**src/rtl/or8b_pkg.sv**
```systemverilog
// -----------------------------------------------------------------------------
// or8b_pkg
// Shared constants for the 8-bit logic-operator family. Only the default
// datapath width lives here, so the sibling operators stay in step with it.
// -----------------------------------------------------------------------------
package or8b_pkg;

   localparam int OR8B_WIDTH = 8;

endpackage : or8b_pkg

```
**src/rtl/or8b_or1b.sv**
```systemverilog
// -----------------------------------------------------------------------------
// or1b
// Single-bit combinational OR cell. or8b replicates it once per result bit.
//
// Ports:
//   a - operand bit A
//   b - operand bit B
//   f - a | b
// -----------------------------------------------------------------------------
module or1b (
   input  logic a,
   input  logic b,
   output logic f
);

   assign f = a | b;

endmodule : or1b

```
**src/rtl/or8b.sv**
```systemverilog
// -----------------------------------------------------------------------------
// or8b
// Registered bitwise OR unit. An operand pair accepted with in_valid appears one
// clock later on F, together with out_valid and the all-zero / all-one flags.
// A cycle without in_valid keeps F and the flags and drops out_valid.
//
// Parameters:
//   WIDTH     - operand/result width in bits (>= 1)
//
// Ports:
//   clk       - clock, rising edge active
//   rst       - asynchronous, active-high reset
//   F         - registered result A | B
//   A, B      - operands
//   in_valid  - operand pair is valid this cycle
//   out_valid - F and the flags hold a fresh result
//   zero      - registered result is all zeros
//   ones      - registered result is all ones
// -----------------------------------------------------------------------------
module or8b
   import or8b_pkg::*;
#(
   parameter int WIDTH = OR8B_WIDTH
) (
   input  logic             clk,
   input  logic             rst,
   output logic [WIDTH-1:0] F,
   input  logic [WIDTH-1:0] A,
   input  logic [WIDTH-1:0] B,
   input  logic             in_valid,
   output logic             out_valid,
   output logic             zero,
   output logic             ones
);

   logic [WIDTH-1:0] w_or;
   logic             w_zero;
   logic             w_ones;

   logic [WIDTH-1:0] r_f;
   logic             r_valid;
   logic             r_zero;
   logic             r_ones;

   for (genvar g = 0; g < WIDTH; g++) begin : g_bit
      or1b u_or1b (
         .a (A[g]),
         .b (B[g]),
         .f (w_or[g])
      );
   end

   // Flags are taken from the combinational OR vector and registered together
   // with it, so they are always aligned with the F they describe.
   assign w_zero = ~|w_or;
   assign w_ones = &w_or;

   // NOTE: sequential state uses non-blocking assignments so every register
   // samples the pre-edge values, independent of statement order.
   always_ff @(posedge clk or posedge rst) begin
      if (rst) begin
         r_f     <= '0;
         r_valid <= 1'b0;
         r_zero  <= 1'b1;   // reset result is 0, so the zero flag is set
         r_ones  <= 1'b0;
      end else begin
         r_valid <= in_valid;
         if (in_valid) begin
            r_f    <= w_or;
            r_zero <= w_zero;
            r_ones <= w_ones;
         end
      end
   end

   assign F         = r_f;
   assign out_valid = r_valid;
   assign zero      = r_zero;
   assign ones      = r_ones;

endmodule : or8b

```
**config.mk**
```make
export PLATFORM = sky130hd
export DESIGN_NAME = or8b
export DESIGN_NICKNAME = d
export VERILOG_FILES = /design/src/rtl/or8b_pkg.sv /design/src/rtl/or8b_or1b.sv /design/src/rtl/or8b.sv
export SDC_FILE = /design/constraint.sdc
export NUM_CORES = 1
export LEC_CHECK = 0
export ABC_CLOCK_PERIOD_IN_PS = 800
export CORE_MARGIN = 2
export CORE_UTILIZATION = 30
export CTS_CLUSTER_DIAMETER = 120
export DETAILED_ROUTE_END_ITERATION = 7
export PLACE_DENSITY_LB_ADDON = 0.1
export SLEW_MARGIN = 20
export SYNTH_ARGS = -nofsm -noshare
export SYNTH_HDL_FRONTEND = slang
export SYNTH_SLANG_ARGS = --single-unit
```
**constraint.sdc**
```tcl
create_clock -name clk -period 0.8 [get_ports clk]
set_input_delay 0.16 -clock clk [delete_from_list [all_inputs] [get_ports clk]]
set_output_delay 0.16 -clock clk [all_outputs]
set_load 0.02 [all_outputs]
```
==> metrics.md <==
| Metric | Value |
|---|---|
| Placed Cells | `between 100 and 150` |
| FF+latch count, synth | `11` |
| LEAKAGE | `approximately 0.47 nW` |
| Cells after Synth | `47` |
| Crit-path cells | `buf_6` |
| Initial Util | `0.332` |
| Status | `complete, but fails checks` |
| # IOs | `30` |
| CTS Buf Count | `3` |
| Clock Skews | `0 ps` |
| CTS clock-pin slew for the worst setup and hold paths | `about 60 ps` |
| Clk_lat worst skew | `around 270 ps` |
| Placed Area | `~860 um2` |
| Fillcell total | `between 100 and 150` |
| Worst path slowest cell | `dfstp_2` |
| Max_cap viols | `0` |
| Die width | `between 40 and 50 um` |
| Vias in the first global route | `~540` |
| WL/cell | `roughly 12 um` |
| Setup WS post-layout | `-282 ps` |
| Crit share post-route | `1.35` |
| Post-route DRC | `0` |
| Largest delay contributor family on the critical path | `flip-flops` |
| Tightest Pin Transition | `a little under 200 ps` |
| Router iterations before antenna repair | `2` |
| Syn nets | `66` |
| HP Class | `input port to register` |
| Die Area | `1820 um2` |
| Final count of pins violating max slew | `0` |
| WP buf/inv | `1` |
| Gr usage total | `0.174` |
| Nets | `120` |
| Pwr dens | `between 1000 and 1500 nW/um2` |
| Fin crit period | `1080 ps` |
| Most common cell after layout, fill and taps aside | `buf_6` |
| Max_slew headroom | `0.870` |
| Non-Filler Instances | `115` |
| Via Count | `around 530` |
| CP Max Fanout | `2` |
| Number of port buffers | `29` |
| Max VDD drop | `around 1 mV` |
| Crit path DAT | `between 900 and 1000 ps` |
| Clock sinks | `11` |
| Required @ worst endpoint | `640 ps` |
| CP peak stage delay | `between 500 and 600 ps` |
| Final Cell Area | `1010 um2` |
| Final TNS setup | `-2120 ps` |
| Endpoints failing setup | `14` |
| Sequential area share after synthesis | `0.617` |
| Initial antenna violation count | `0` |
| CP startpoint kind | `register` |
| Root buf cell | `clkbuf_4` |
| Final Power | `about 1.4 mW` |
| H-tree levels | `1` |
| GPL Wtd Cong | `between 0.6 and 0.7` |
| Achievable Freq | `about 920 MHz` |
| Critical path type | `register to output port` |
| Mapped cell area | `approximately 450 um2` |
| Violated checks | `setup timing` |
| First-pass GRT wire length | `2300 um` |
| Synth Area per Inst | `~9.5 um2` |
| Synth-to-Final Area Change | `125%` |
| Antenna Nets Post-Route | `0` |
| Total grt overflow | `0` |
| YS warnings | `0` |
| Clock Tree Buf Depth | `2` |
| RSZ-0062 raised after global routing | `true` |
| Post-CTS Hold Buffers | `0` |
| FP Rows | `13` |
| Pre-CTS setup slack | `-792 ps` |
| CTS tree | `yes` |
| Commonest non-fill, non-tap cells in the layout | `22 x buf_6, 19 x buf_4, 10 x dfrtp_1` |
| Core Box Area | `1350 um2` |
| CP endpoint kind | `output port` |
| Final Hold Viols | `0` |
| Synth unique cells | `12` |
| Die Span Y | `between 40 and 50 um` |
| Share of cells above drive strength 1 | `0.670` |
| Inserted Diodes | `0` |
| Drt via density | `~4.6` |
| Largest net degree at the start of global routing | `12` |
| Post-DP HPWL | `between 1000 and 1500 um` |
| Total Wirelength | `around 1400 um` |
| 1st-iter DRT viols | `4` |
-- layer usage --
| metal | vias to the layer above | global-route usage | wire (um) |
|---|---|---|---|
| met5 | - | 0 | 0 |
| li1 | 266 | - | - |
| met1 | 246 | 0.195 | 536 |
| met3 | 0 | 0.0647 | 77 |
| met4 | 0 | 0.0375 | 0 |
| met2 | 17 | 0.309 | 764 |
-- area by class of cell --
| type | count | area [um2] | share of cell area |
|---|---|---|---|
| clock buffers | 4 | 26.3 | 0.0261 |
| repair buffers | 51 | 455 | 0.453 |
| inverters | 2 | 7.51 | 0.00746 |
| multi-input cells | 32 | 221 | 0.220 |
| well taps | 15 | 18.8 | 0.0187 |
| flip-flops and latches | 11 | 277 | 0.275 |
-- flip-flops by register name, summed over array words and instances (netlist names) --
signal / flops
zero: 1
F: 8
ones: 1
out_valid: 1
-- cell families after synthesis --
| group | synth area share |
|---|---|
| AND/OR/NAND/NOR | 0.212 |
| flip-flops | 0.617 |
| AO/OA/AOI/OAI | 0.134 |
| buffers and inverters | 0.0363 |
-- synth_stat cells --
cell type / n / area [um2]
a21oi_1: 8 / 40.0
or4_1: 2 / 15.0
o31ai_2: 1 / 12.5
dfstp_2: 1 / 26.3
inv_1: 2 / 7.51
o31ai_1: 1 / 7.51
nand2_1: 2 / 7.51
dfrtp_1: 10 / 250
nor2_1: 16 / 60.1
clkbuf_1: 1 / 3.75
buf_2: 1 / 5.00
nand4_1: 2 / 12.5
-- where the power goes --
part | internal [mW] | switching (mW)
sequential | 0.595 | 0.0277
clock | 0.193 | 0.174
combinational | 0.248 | 0.179
-- worst paths after layout --
path | startpoint | to | slack [ps] | cells after the start
hold / removal | B[1] | F[1] | 160 | 3
hold reg to reg | F[0] | F[0] | 560 | 2
min in group asynchronous | rst | ones | 230 | 3
setup / recovery | zero | zero | -280 | 1
setup reg to reg | zero | zero | -210 | 5
max in group asynchronous | rst | F[1] | 440 | 3
-- per-stage QoR --
stage,utilization,hold slack (ps)
after floorplan,-,11.7
after global placement,0.634,488
after detailed placement,0.634,509
after CTS,0.692,224
after global routing,0.745,149
final,0.745,164
-- repair_timing --
action	4_1_cts	5_1_grt
setup endpoints to repair	18	14
hold endpoints to repair	0	0
buffers inserted	4	6
resized for setup	136	12
pin swaps	7	5
(Power assumes the default switching activity.)
